==> src/rtl/rv32i_types.sv <==
// Shared RV32I definitions: opcode constants and the branch reservation-station
// entry that travels from dispatch to branch execute.
package rv32i_types;

  localparam int ROB_ID_W = 4;
  // Widest physical tag any PRF configuration uses; narrower tags zero-extend.
  localparam int PR_W     = 6;

  localparam logic [6:0] op_br   = 7'b1100011;
  localparam logic [6:0] op_jal  = 7'b1101111;
  localparam logic [6:0] op_jalr = 7'b1100111;

  typedef struct packed {
    logic [6:0]          opcode;
    logic [2:0]          funct3;
    logic [31:0]         pc;
    logic [31:0]         pc_next;
    logic [31:0]         imm_val;
    logic [ROB_ID_W-1:0] rob_id;
    logic [PR_W-1:0]     pr1_s;
    logic [PR_W-1:0]     pr2_s;
    logic                br_rs1_s_valid;
    logic                br_rs2_s_valid;
    logic                br_output_valid;
  } res_station_br_out_s;

  // A source is usable once woken, when it is not read at all, or when it is x0.
  function automatic logic src_ready(input logic rdy, input logic used,
                                     input logic [PR_W-1:0] tag);
    return rdy || !used || (tag == '0);
  endfunction

endpackage

==> src/rtl/br_res_station_if.sv <==
// Dispatch, wakeup, flush and issue signals of the branch reservation station.
interface br_res_station_if import rv32i_types::*; #(
  parameter int CDB_PORTS = 2,
  parameter int PHY_WIDTH = 6
);
  logic                                 disp_valid;
  res_station_br_out_s                  disp_entry;
  logic                                 disp_ps1_rdy;
  logic                                 disp_ps2_rdy;
  logic                                 disp_ready;
  logic [CDB_PORTS-1:0]                 cdb_valid;
  logic [CDB_PORTS-1:0][PHY_WIDTH-1:0]  cdb_pd;
  logic                                 flush;
  res_station_br_out_s                  exec_br_rs;

  modport master (
    output disp_valid, disp_entry, disp_ps1_rdy, disp_ps2_rdy,
    output cdb_valid, cdb_pd, flush,
    input  disp_ready, exec_br_rs
  );

  modport slave (
    input  disp_valid, disp_entry, disp_ps1_rdy, disp_ps2_rdy,
    input  cdb_valid, cdb_pd, flush,
    output disp_ready, exec_br_rs
  );
endinterface

==> src/rtl/br_rs_select.sv <==
// Priority encoder: lowest-index requesting entry, which in a collapsing queue is the oldest.
module br_rs_select #(
  parameter int DEPTH = 4,
  parameter int IDX_W = $clog2(DEPTH)
) (
  input  logic [DEPTH-1:0] req,
  output logic [IDX_W-1:0] idx,
  output logic             hit
);
  always_comb begin
    // NOTE: defaults before the loop keep this purely combinational (no latch).
    idx = '0;
    hit = 1'b0;
    for (int i = DEPTH - 1; i >= 0; i--) begin
      if (req[i]) begin
        idx = IDX_W'(i);
        hit = 1'b1;
      end
    end
  end
endmodule

==> src/rtl/br_res_station.sv <==
// Branch reservation station: collapsing queue with CDB wakeup and in-age-order
// single issue into a registered exec_br_rs slot.
module br_res_station import rv32i_types::*; #(
  parameter int DEPTH       = 4,
  parameter int NO_PHY_REGS = 64,
  parameter int CDB_PORTS   = 2
) (
  input  logic             clk,
  input  logic             rst,
  br_res_station_if.slave  rs
);
  localparam int PHY_WIDTH = $clog2(NO_PHY_REGS);
  localparam int IDX_W     = $clog2(DEPTH);
  localparam int CNT_W     = $clog2(DEPTH + 1);

  res_station_br_out_s                 ent   [DEPTH];
  res_station_br_out_s                 n_ent [DEPTH];
  res_station_br_out_s                 exec_q;
  logic [DEPTH-1:0]                    valid, rdy1, rdy2;
  logic [DEPTH-1:0]                    n_valid, n_rdy1, n_rdy2;
  logic [DEPTH-1:0]                    wake1, wake2, ready_vec;
  logic [CNT_W-1:0]                    count, n_count, wr_idx;
  logic [IDX_W-1:0]                    sel_idx;
  logic                                hit, accept, disp_ready;
  logic                                disp_wake1, disp_wake2;
  logic [CDB_PORTS-1:0][PHY_WIDTH-1:0] cdb_tag;

  assign cdb_tag       = rs.cdb_pd;
  assign disp_ready    = count < CNT_W'(DEPTH);
  assign accept        = rs.disp_valid && disp_ready;
  // An issue this cycle frees the slot below the tail, so the newcomer lands there.
  assign wr_idx        = count - CNT_W'(hit);
  assign rs.disp_ready = disp_ready;
  assign rs.exec_br_rs = exec_q;

  // Wakeups take effect at the edge; selection only sees registered ready bits.
  always_comb begin : wakeup
    wake1      = rdy1;
    wake2      = rdy2;
    disp_wake1 = rs.disp_ps1_rdy;
    disp_wake2 = rs.disp_ps2_rdy;
    for (int k = 0; k < CDB_PORTS; k++) begin
      if (rs.cdb_valid[k]) begin
        for (int i = 0; i < DEPTH; i++) begin
          if (PR_W'(cdb_tag[k]) == ent[i].pr1_s) wake1[i] = 1'b1;
          if (PR_W'(cdb_tag[k]) == ent[i].pr2_s) wake2[i] = 1'b1;
        end
        if (PR_W'(cdb_tag[k]) == rs.disp_entry.pr1_s) disp_wake1 = 1'b1;
        if (PR_W'(cdb_tag[k]) == rs.disp_entry.pr2_s) disp_wake2 = 1'b1;
      end
    end
    for (int i = 0; i < DEPTH; i++) begin
      ready_vec[i] = valid[i]
                  && src_ready(rdy1[i], ent[i].br_rs1_s_valid, ent[i].pr1_s)
                  && src_ready(rdy2[i], ent[i].br_rs2_s_valid, ent[i].pr2_s);
    end
  end

  br_rs_select #(.DEPTH(DEPTH), .IDX_W(IDX_W)) u_select (
    .req (ready_vec),
    .idx (sel_idx),
    .hit (hit)
  );

  always_comb begin : queue_next
    n_valid = valid;
    n_rdy1  = wake1;
    n_rdy2  = wake2;
    n_ent   = ent;
    if (hit) begin
      for (int i = 0; i < DEPTH - 1; i++) begin
        if (i >= int'(sel_idx)) begin
          n_valid[i] = valid[i+1];
          n_rdy1[i]  = wake1[i+1];
          n_rdy2[i]  = wake2[i+1];
          n_ent[i]   = ent[i+1];
        end
      end
      n_valid[DEPTH-1] = 1'b0;
    end
    for (int i = 0; i < DEPTH; i++) begin
      if (accept && wr_idx == CNT_W'(i)) begin
        n_valid[i] = 1'b1;
        n_ent[i]   = rs.disp_entry;
        n_rdy1[i]  = disp_wake1;
        n_rdy2[i]  = disp_wake2;
      end
    end
    n_count = wr_idx + CNT_W'(accept);
  end

  // NOTE: payload and ready bits carry no reset; every use is qualified by valid.
  always_ff @(posedge clk) begin
    ent  <= n_ent;
    rdy1 <= n_rdy1;
    rdy2 <= n_rdy2;
  end

  always_ff @(posedge clk or negedge rst) begin
    if (!rst) begin
      valid  <= '0;
      count  <= '0;
      exec_q <= '0;
    end else if (rs.flush) begin
      valid                  <= '0;
      count                  <= '0;
      exec_q.br_output_valid <= 1'b0;
    end else begin
      valid <= n_valid;
      count <= n_count;
      if (hit) begin
        exec_q                 <= ent[sel_idx];
        exec_q.br_output_valid <= 1'b1;
      end else begin
        exec_q.br_output_valid <= 1'b0;
      end
    end
  end

endmodule

==> src/flat_wrapper.sv <==
// flat-port wrapper written by rule: the top's interface ports become plain ports
module br_res_station_flat import rv32i_types::*;
#(
  parameter int DEPTH       = 4,
  parameter int NO_PHY_REGS = 64,
  parameter int CDB_PORTS   = 2
)
  (clk, rst, rs_disp_valid, rs_disp_entry, rs_disp_ps1_rdy, rs_disp_ps2_rdy, rs_cdb_valid, rs_cdb_pd, rs_flush, rs_disp_ready, rs_exec_br_rs);
  br_res_station_if #(.CDB_PORTS(CDB_PORTS), .PHY_WIDTH(6)) rs_i ();
  input  logic clk;
  input  logic rst;
  input wire logic [$bits(rs_i.disp_valid)-1:0] rs_disp_valid;
  input wire logic [$bits(rs_i.disp_entry)-1:0] rs_disp_entry;
  input wire logic [$bits(rs_i.disp_ps1_rdy)-1:0] rs_disp_ps1_rdy;
  input wire logic [$bits(rs_i.disp_ps2_rdy)-1:0] rs_disp_ps2_rdy;
  input wire logic [$bits(rs_i.cdb_valid)-1:0] rs_cdb_valid;
  input wire logic [$bits(rs_i.cdb_pd)-1:0] rs_cdb_pd;
  input wire logic [$bits(rs_i.flush)-1:0] rs_flush;
  output wire logic [$bits(rs_i.disp_ready)-1:0] rs_disp_ready;
  output wire logic [$bits(rs_i.exec_br_rs)-1:0] rs_exec_br_rs;
  assign rs_i.disp_valid = rs_disp_valid;
  assign rs_i.disp_entry = rs_disp_entry;
  assign rs_i.disp_ps1_rdy = rs_disp_ps1_rdy;
  assign rs_i.disp_ps2_rdy = rs_disp_ps2_rdy;
  assign rs_i.cdb_valid = rs_cdb_valid;
  assign rs_i.cdb_pd = rs_cdb_pd;
  assign rs_i.flush = rs_flush;
  assign rs_disp_ready = rs_i.disp_ready;
  assign rs_exec_br_rs = rs_i.exec_br_rs;
  br_res_station #(.DEPTH(DEPTH), .NO_PHY_REGS(NO_PHY_REGS), .CDB_PORTS(CDB_PORTS)) u_core (.clk(clk), .rst(rst), .rs(rs_i));
endmodule
==> config.mk <==
export PLATFORM = sky130hd
export DESIGN_NAME = br_res_station_flat
export DESIGN_NICKNAME = d
export VERILOG_FILES = /design/src/rtl/rv32i_types.sv /design/src/rtl/br_res_station_if.sv /design/src/rtl/br_rs_select.sv /design/src/rtl/br_res_station.sv /design/src/flat_wrapper.sv
export SDC_FILE = /design/constraint.sdc
export NUM_CORES = 1
export LEC_CHECK = 0
export ABC_CLOCK_PERIOD_IN_PS = 22500
export CAP_MARGIN = 20
export CORE_MARGIN = 3
export CORE_UTILIZATION = 50
export DETAILED_ROUTE_END_ITERATION = 8
export GPL_ROUTABILITY_DRIVEN = 0
export PLACE_DENSITY_LB_ADDON = 0.3
export SYNTH_ARGS = -nofsm -noshare
export SYNTH_HDL_FRONTEND = slang
export SYNTH_SLANG_ARGS = --single-unit
==> constraint.sdc <==
create_clock -name clk -period 22.5 [get_ports clk]
set_clock_uncertainty 0.15 [all_clocks]
set_input_delay 4.5 -clock clk [delete_from_list [all_inputs] [get_ports clk]]
set_output_delay 4.5 -clock clk [all_outputs]
set_load 0.02 [all_outputs]
# Yosys cells after proc, flatten, opt, wreduce, memory -nomap -nowiden
# Index checks and enable logic that the tools add are counted.
[op_classes] n_addsub=2 order_cmp=5 n_eq_ne=23 mux=74 bitwise_logic=2 n_reduce_logical=66
[op_table] op="2-to-1 mux 125 bit" count=8
[op_table] op="2-to-1 mux 375 bit" count=1
[op_table] op="binary-select mux 125 bit (select 2 bit)" count=1
[op_table] op="equality test 6 bit" count=20
[op_table] op="2-to-1 mux 1 bit" count=51
[op_table] op="zero test 6 bit" count=8
[op_table] op="2-to-1 mux 4 bit" count=6
[op_table] op="nonzero test 3 bit" count=7
[op_table] op="logical OR 1 bit" count=16
[op_table] op="AND reduction 2 bit" count=7
[op_table] op="logical AND 1 bit" count=13
[op_table] op="nonzero test 2 bit" count=6
[op_table] op="2-to-1 mux 3 bit" count=3
[op_table] op="zero test 1 bit" count=8
[op_table] op="2-to-1 mux 2 bit" count=4
[op_table] op="equality test 3 x 2 -> 1 bit (second input constant)" count=2
[op_table] op="greater-or-equal comparator 1 x 2 -> 1 bit (first input constant)" count=2
[op_table] op="adder 3 x 1 -> 3 bit" count=1
[op_table] op="equality test 3 x 1 -> 1 bit (second input constant)" count=1
[op_table] op="greater-or-equal comparator 3 bit (second input constant)" count=1
[op_table] op="zero test 3 bit" count=1
[op_table] op="less-than comparator 3 bit (second input constant)" count=1
[op_table] op="NOT 2 -> 3 bit" count=1
[op_table] op="subtractor 3 x 1 -> 3 bit" count=1
[op_table] op="2 further kinds" count=2
[word_totals] reg_bits=640 output_inout_bits=126 word_cells=234

# Longest topological paths before layout
# Gate-level depths: netlist (run 1).
[depth] word_depth=14 ltp_mapped=14 mapped_depth_nobuf=11

# Cells and area by module
# A second synthesis (run 1) with hierarchy kept.
[unflattened] hier_cells=1881 hier_area_um2=30216.5
[modules_own_cells] mod="br_res_station" instances=1 cells_per_inst=1874 area_each_um2=30181.4
[modules_own_cells] mod="br_rs_select" instances=1 cells_per_inst=7 area_each_um2=35.0

# Least setup slack after synthesis (run 1)
# Ideal clock, no wire load.
[synth_timing] path_kind="input to register" startpoint="input port rs_disp_valid" endpoint="register u_core.rdy1[3]" setup_time_ns=0.588 t_arrival_ns=17.056 required_ns=21.762 path_slack_ns=4.706 cell_stages=3 n_path_buf=0 cell_sequence="nand2_1 -> nor4_1 -> mux2i_1"
[synth_between] elab_chain_len=3
[synth_lines] element="start, declared" line="flat_wrapper.sv:12" source="input wire logic [$bits(rs_i.disp_valid)-1:0] rs_disp_valid;"
[synth_lines] element="logical AND 1 bit" line="br_res_station.sv:30" source="assign accept = rs.disp_valid && disp_ready;"
[synth_lines] element="logical AND 1 bit" line="br_res_station.sv:82" source="if (accept && wr_idx == CNT_W'(i)) begin"
[synth_lines] element="2-to-1 mux 1 bit" line="br_res_station.sv:82"
[synth_lines] element="net u_core.n_rdy1[3]" line="br_res_station.sv:20" source="logic [DEPTH-1:0] n_valid, n_rdy1, n_rdy2;"
[synth_lines] element="end signal, assigned" line="br_res_station.sv:95" source="rdy1 <= n_rdy1;"
[synth_lines] element="end, declared" line="br_res_station.sv:19" source="logic [DEPTH-1:0] valid, rdy1, rdy2;"
# The timed path passes the listed nets, and every way through them passes these cells.
# A chain may end at the register's enable or synchronous reset.

==> impl_metrics.env, run 1 <==
export IMPL_irDropWorstVdd_mv=0.132
export IMPL_pin_count=271
export IMPL_grt_pass1_wl_um=117000
export IMPL_synthTopCellsByCount="edfxtp_1 (496), mux2_2 (376), dfrtp_1 (132)"
export IMPL_syn2layout_area_growth_pct=19.1
export IMPL_grt_max_degree=132
export IMPL_synth_seq_cells=636
export IMPL_wl_per_cell_um=26.5
export IMPL_die_w_um=245
export IMPL_hold_depth=2
export IMPL_vias=18600
export IMPL_h_tree_depth=3
export IMPL_worstPathRequired_ns=22.69
export IMPL_fin_crit_sh=0.334
export IMPL_core_area_um2=56500
export IMPL_nets=2290
export IMPL_cp_buffers_inverters=3
export IMPL_worst_path_max_delay_cell="buf_4"
export IMPL_fin_ws_ns=14.99
export IMPL_tns_ns=0
export IMPL_synth_area_leader_cell="edfxtp_1"
export IMPL_chipHeight_um=245
export IMPL_grt_overflow=0
export IMPL_cp_cell_sequence="clkdlybuf4s50_1 > nand2_1 > nor3b_1 > nand2_4 > buf_4 > buf_4 > mux2_2"
export IMPL_drive_gt1_frac=0.234
export IMPL_first_pass_iters=5
export IMPL_cp_end_kind="flip-flop"
export IMPL_slew_headroom=0.252
export IMPL_r2r_end="u_core.ent[447]"
export IMPL_ff_latch_area_um2=18400
export IMPL_synth_area_leaders="edfxtp_1 (52%), mux2_2 (15%), dfrtp_1 (12%), a32o_1 (4.3%), a22oi_1 (3.3%)"
export IMPL_status="finished, final reports clean"
export IMPL_n_fill_cell=4332
export IMPL_dr_wl_met2_um=37600
export IMPL_power_density_nw_per_um2=174
export IMPL_slew_viol_final=0
export IMPL_r2r_cells=12
export IMPL_ant_nets=0
export IMPL_synth_edff_count=496
export IMPL_multi_input_area_um2=9680
export IMPL_clock_latency_ns=0.61
export IMPL_cpMostUsedCell="buf_4"
export IMPL_async_flop_share=0.208
export IMPL_start_kind="input pin"
export IMPL_slowest_delay_ns=0.93
export IMPL_final_hold_viol_count=0
export IMPL_dr_max_layer_used="met5"
export IMPL_maxCapViolations=0
export IMPL_synthCells=1925
export IMPL_hp_start="u_core.ent[455]"
export IMPL_io_buffer_count=269
export IMPL_cts_buffers=67
export IMPL_ys_types=41
export IMPL_drtIter0Drc=1590
export IMPL_yosysMostFrequentCell="edfxtp_1"
export IMPL_place_ws_ns=14.39
export IMPL_cts_tree="yes"
export IMPL_wl_met3_um=6880
export IMPL_r2r_slack_ns=16.96
export IMPL_row_count=87
export IMPL_reg2reg_from="u_core.ent[385]"
export IMPL_antenna_found_initial=11
export IMPL_routed_wl_um=78200
export IMPL_holdCritPathClass="flip-flop to flip-flop"
export IMPL_synth_area_um2=28600
export IMPL_cts_repair_resized=0
export IMPL_fmax_mhz=133
export IMPL_cp_max_fo=63
export IMPL_cts_setup_buffers=0
export IMPL_synth_top_area_frac=0.521
export IMPL_wl_met1_um=31800
export IMPL_drc=0
export IMPL_die_area_um2=60100
export IMPL_cp_arrival_ns=7.70
export IMPL_rsz0062_at_grt="no"
export IMPL_tightestPinTransition_ns=1.12
export IMPL_yosysSeqAreaShare=0.642
export IMPL_ys_warn_count=0
export IMPL_p_leak_nw=11.5
export IMPL_cts_hold_buf=0
export IMPL_cts_sinks=636
export IMPL_crit_family="buffers and inverters"
export IMPL_holdPathEnd="u_core.rs.exec_br_rs[80]"
export IMPL_start_util=0.506
export IMPL_synth_avg_cell_area_um2=14.9
export IMPL_vias_per_cell=6.28
export IMPL_grt_pass1_vias=19200
export IMPL_grt_usage=0.254
export IMPL_setup_violations_final=0
export IMPL_dp_hpwl_um=42900
export IMPL_min_period_ns=7.51
export IMPL_critPathKind="input pin to flip-flop"
export IMPL_ys_flop_type="edfxtp_1"
export IMPL_clk_pin_slew_worst_paths_ns=0.06
export IMPL_synth_nets=2073
export IMPL_cts_root_buf="clkbuf_16"
export IMPL_cts_path_max_buffers=3
routing by layer:
layer,vias up,track usage
met5,-,0
met4,12,0.0841
met3,129,0.0714
met2,756,0.413
met1,9557,0.331
li1,8098,-
layout make-up:
type | count | area share
antenna | 4 | 0.000294
tap | 756 | 0.0278
timing repair buffer | 298 | 0.0859
clock inverter | 23 | 0.00584
sequential | 636 | 0.539
clock buffer | 97 | 0.0558
multi-input combinational | 1128 | 0.284
inverter | 11 | 0.00121
cell families after synthesis:
family          count (synthesis)  synth area share
compound gates                520             0.126
simple gates                   99            0.0196
buf+inv                       161            0.0228
flops                         636             0.642
xor+xnor                      123            0.0377
mux                           383             0.151
fa+ha+maj                       3           0.00131
worst max-delay path by stage:
stage | start | endpoint | slack, ns | cells after the start
6_report | rs_disp_valid | u_core.ent[447] | 14.99 | 7
3_5_place_dp | rs_disp_valid | u_core.ent[402] | 14.39 | 7
2_1_floorplan | rs_disp_valid | u_core.rdy1[3] | 4.71 | 3
4_1_cts | rs_disp_valid | u_core.ent[453] | 15.04 | 7
3_3_place_gp | rs_disp_valid | u_core.ent[417] | 14.37 | 7
5_1_grt | rs_disp_valid | u_core.ent[456] | 14.90 | 7
sequential cells by signal, summed over array words and instances, names as in the netlist:
register,count
u_core.rdy1,4
u_core.ent,496
u_core.valid,4
u_core.rs.exec_br_rs,125
u_core.rdy2,4
u_core.count,3
report_power, final:
group	total, mW	switching (mW)	internal, mW
logic	2.42	1.46	0.962
registers	2.45	0.293	2.16
clock network	1.07	0.453	0.613
worst min-delay path, stage by stage (launching register included):
cell and delay, ns:
edfxtp_1 0.32, a22oi_1 0.06, o21ai_1 0.06
cells in the final DEF (no fill, tap or decap), drive strengths merged, types with 2 or more instances in the layout:
master and n:
nand3 2, nor3b 5, clkbuf 97, clkdlybuf4s50 268, or4 2, ha 3
and2 2, clkinv 16, buf 30, dfrtp 132, diode 4, a21o 3
a21oi 131, o21ai 125, a31o 2, nor2 13, nand2b 4, a22oi 127
nand4 20, a22o 2, dfxtp 8, inv 15, xor2 61, xnor2 62
mux2i 7, bufinv 2, a32o 124, nor4 29, edfxtp 496, mux2 376
nand2 11, nor3 9
stage by stage:
| stage | hold WS, ns | area [um^2] | instances | util | power [mW] |
|---|---|---|---|---|---|
| after floorplan | 0.299 | 28600 | 1925 | - | 4.10 |
| after global placement | 0.307 | 31900 | 2829 | 0.565 | 4.82 |
| after detailed placement | 0.319 | 31900 | 2829 | 0.565 | 4.89 |
| after CTS | 0.330 | 34000 | 2949 | 0.603 | 5.96 |
| after global routing | 0.351 | 34100 | 2952 | 0.603 | 6.22 |
| final | 0.325 | 34100 | 2953 | 0.603 | 5.94 |
(Power assumes the default switching activity.)
==> inputs of run 2 (changes only) <==
--- a/config.mk
+++ b/config.mk
@@ -5,7 +5,7 @@
 export SDC_FILE = /design/constraint.sdc
 export NUM_CORES = 1
 export LEC_CHECK = 0
-export ABC_CLOCK_PERIOD_IN_PS = 22500
+export ABC_CLOCK_PERIOD_IN_PS = 7700
 export CAP_MARGIN = 20
 export CORE_MARGIN = 3
 export CORE_UTILIZATION = 50
==> constraint.sdc (replaced) <==
create_clock -name clk -period 7.7 [get_ports clk]
set_clock_uncertainty 0.15 [all_clocks]
set_input_delay 1.54 -clock clk [delete_from_list [all_inputs] [get_ports clk]]
set_output_delay 1.54 -clock clk [all_outputs]
set_load 0.02 [all_outputs]
==> run 2 against run 1 <==
Compared with the run above:
- highest routed layer unchanged
- first-iteration DRC count is 5.4% higher
- flip-flop and latch count stayed put
- register-to-register slack worse by 15 ns
- die area stayed put
- largest power group unchanged
- via count is 0.57% higher
- the run now ends with slew limit left
- combinational power grew to 3.0 times the previous value
- worst setup slack worse by 13 ns
==> impl_metrics.env, run 2 (synthesis gave the netlist of run 1 again) <==
export IMPL_slew_headroom=-0.0459
export IMPL_power_density_nw_per_um2=515
export IMPL_drtIter0Drc=1676
export IMPL_irDropWorstVdd_mv=0.633
export IMPL_die_area_um2=60100
export IMPL_first_pass_iters=5
export IMPL_maxCapViolations=0
export IMPL_grt_pass1_wl_um=119000
export IMPL_cp_cell_sequence="or4_1 > o311ai_4 > a22oi_2 > and3_1 > inv_1 > ha_1 > ha_1 > nor3b_1 > nand2_4 > nand2_4 > buf_12"
export IMPL_cp_arrival_ns=5.81
export IMPL_vias_per_cell=6.32
export IMPL_drc=0
export IMPL_place_ws_ns=2.07
export IMPL_clk_pin_slew_worst_paths_ns=0.06
export IMPL_p_leak_nw=11.5
export IMPL_min_period_ns=5.72
export IMPL_dp_hpwl_um=41800
export IMPL_n_fill_cell=4229
export IMPL_slew_viol_final=77
export IMPL_fin_crit_sh=0.743
export IMPL_largest_reg_flops=496
export IMPL_worstPathRequired_ns=7.79
export IMPL_syn2layout_area_growth_pct=19.8
export IMPL_fmax_mhz=175
export IMPL_switching_power_mw=6.54
export IMPL_cts_repair_resized=0
export IMPL_switching_share=0.370
export IMPL_wl_per_cell_um=26.6
export IMPL_cts_hold_buf=0
export IMPL_worst_path_max_delay_cell="nand2_4"
export IMPL_clock_latency_ns=0.61
export IMPL_cts_path_max_buffers=3
export IMPL_grt_overflow=0
export IMPL_cts_setup_buffers=0
export IMPL_start_util=0.506
export IMPL_cts_sinks=636
export IMPL_grt_pass1_vias=19300
export IMPL_critPathKind="flip-flop to flip-flop"
export IMPL_io_buffer_count=269
export IMPL_antenna_found_initial=7
export IMPL_status="finished with violations"
export IMPL_h_tree_depth=3
export IMPL_grt_max_degree=222
export IMPL_rsz0062_at_grt="no"
export IMPL_mostFrequentLayoutCells="edfxtp_1 (496), mux2_2 (376), clkdlybuf4s50_1 (268)"
export IMPL_drive_gt1_frac=0.235
export IMPL_violations="slew limit"
export IMPL_cts_buffers=69
export IMPL_fin_ws_ns=1.98
export IMPL_cp_buffers_inverters=2
export IMPL_cp_end_kind="flip-flop"
export IMPL_nets=2285
export IMPL_pin_count=271
export IMPL_die_w_um=245
export IMPL_holdCritPathClass="flip-flop to flip-flop"
export IMPL_regMostFlops="u_core.ent"
export IMPL_final_hold_viol_count=0
export IMPL_pwr_share_seq=0.406
export IMPL_p_clk_frac=0.188
export IMPL_chipHeight_um=245
export IMPL_setup_violations_final=0
export IMPL_final_common_cell="edfxtp_1"
export IMPL_row_count=87
export IMPL_start_kind="flip-flop"
export IMPL_core_area_um2=56500
export IMPL_p_comb_frac=0.406
export IMPL_vias=18700
export IMPL_grt_usage=0.258
export IMPL_r2r_slack_ns=1.98
export IMPL_cts_root_buf="clkbuf_16"
export IMPL_tns_ns=0
export IMPL_routed_wl_um=78500
export IMPL_ant_nets=0
export IMPL_cts_tree="yes"
export IMPL_tightestPinTransition_ns=1.57
export IMPL_internal_power_mw=11.1
export IMPL_crit_family="simple AND/OR/NAND/NOR gates"
export IMPL_cp_max_fo=67
export IMPL_slowest_delay_ns=1.00
[run 2: cell types whose count changed in the layout (fill, tap and decap cells not counted), sizes merged]
| cell | before | now |
|---|---|---|
| clkinv | 16 | 15 |
| bufinv | 2 | 5 |
| diode | 4 | 2 |
| clkbuf | 97 | 103 |
| buf | 30 | 23 |
| clkinvlp | 1 | 0 |
[run 2: cell type report]
type,count,area (um^2),share of cell area
well taps,756,946,0.0276
multi-input cells,1128,9690,0.283
clock inverters,24,322,0.00939
clock buffers,103,1950,0.0570
inverters,11,41.3,0.00121
flip-flops and latches,636,18400,0.536
diodes,2,5.00,0.000146
repair buffers,291,2950,0.0860
[run 2: worst paths after layout]
path,depth (start not counted),to,startpoint
max,11,u_core.ent[494],u_core.ent[385]
min,2,u_core.rs.exec_br_rs[86],u_core.ent[461]
max reg2reg,11,u_core.ent[494],u_core.ent[385]
min reg2reg,2,u_core.rs.exec_br_rs[86],u_core.ent[461]
max in group asynchronous,2,u_core.rs.exec_br_rs[25],rst
min in group asynchronous,1,u_core.rs.exec_br_rs[40],rst
[run 2: per-stage QoR]
step                hold slack, ns  power, mW   util  instances  instance area [um^2]
finish                       0.328       17.6  0.606       2951                 34300
global route                 0.347       18.5  0.606       2950                 34300
CTS                          0.331       17.7  0.606       2949                 34300
detailed placement           0.318       14.4  0.566       2822                 32000
global placement             0.309       14.1  0.566       2822                 32000
floorplan                    0.299       11.8      -       1925                 28600
[run 2: worst register-to-register path, cell delays in order, from the launching register on]
cell,delay (ns)
edfxtp_1,0.50
or4_1,0.61
o311ai_4,0.42
a22oi_2,0.19
and3_1,0.20
inv_1,0.06
ha_1,0.14
ha_1,0.24
nor3b_1,0.58
nand2_4,0.62
nand2_4,1.00
buf_12,0.52
[run 2: power groups by stage]
stage                     combinational, mW  sequential, mW  clock, mW
after floorplan                        4.38            7.44          0
after global placement                 7.01            7.09          0
after detailed placement               7.15            7.20          0
after CTS                              7.19            7.14       3.38
after global routing                   7.63            7.31       3.54
final                                  7.16            7.16       3.32
[run 2: routing by layer]
| layer | GRT usage | vias up | routed length [um] | part of all wire |
|---|---|---|---|---|
| met1 | 0.346 | 9620 | 32400 | 0.41 |
| li1 | - | 8101 | - | - |
| met5 | 0 | - | 61 | 0.00078 |
| met3 | 0.0578 | 113 | 6370 | 0.081 |
| met2 | 0.425 | 813 | 38100 | 0.49 |
| met4 | 0.0717 | 10 | 1580 | 0.020 |
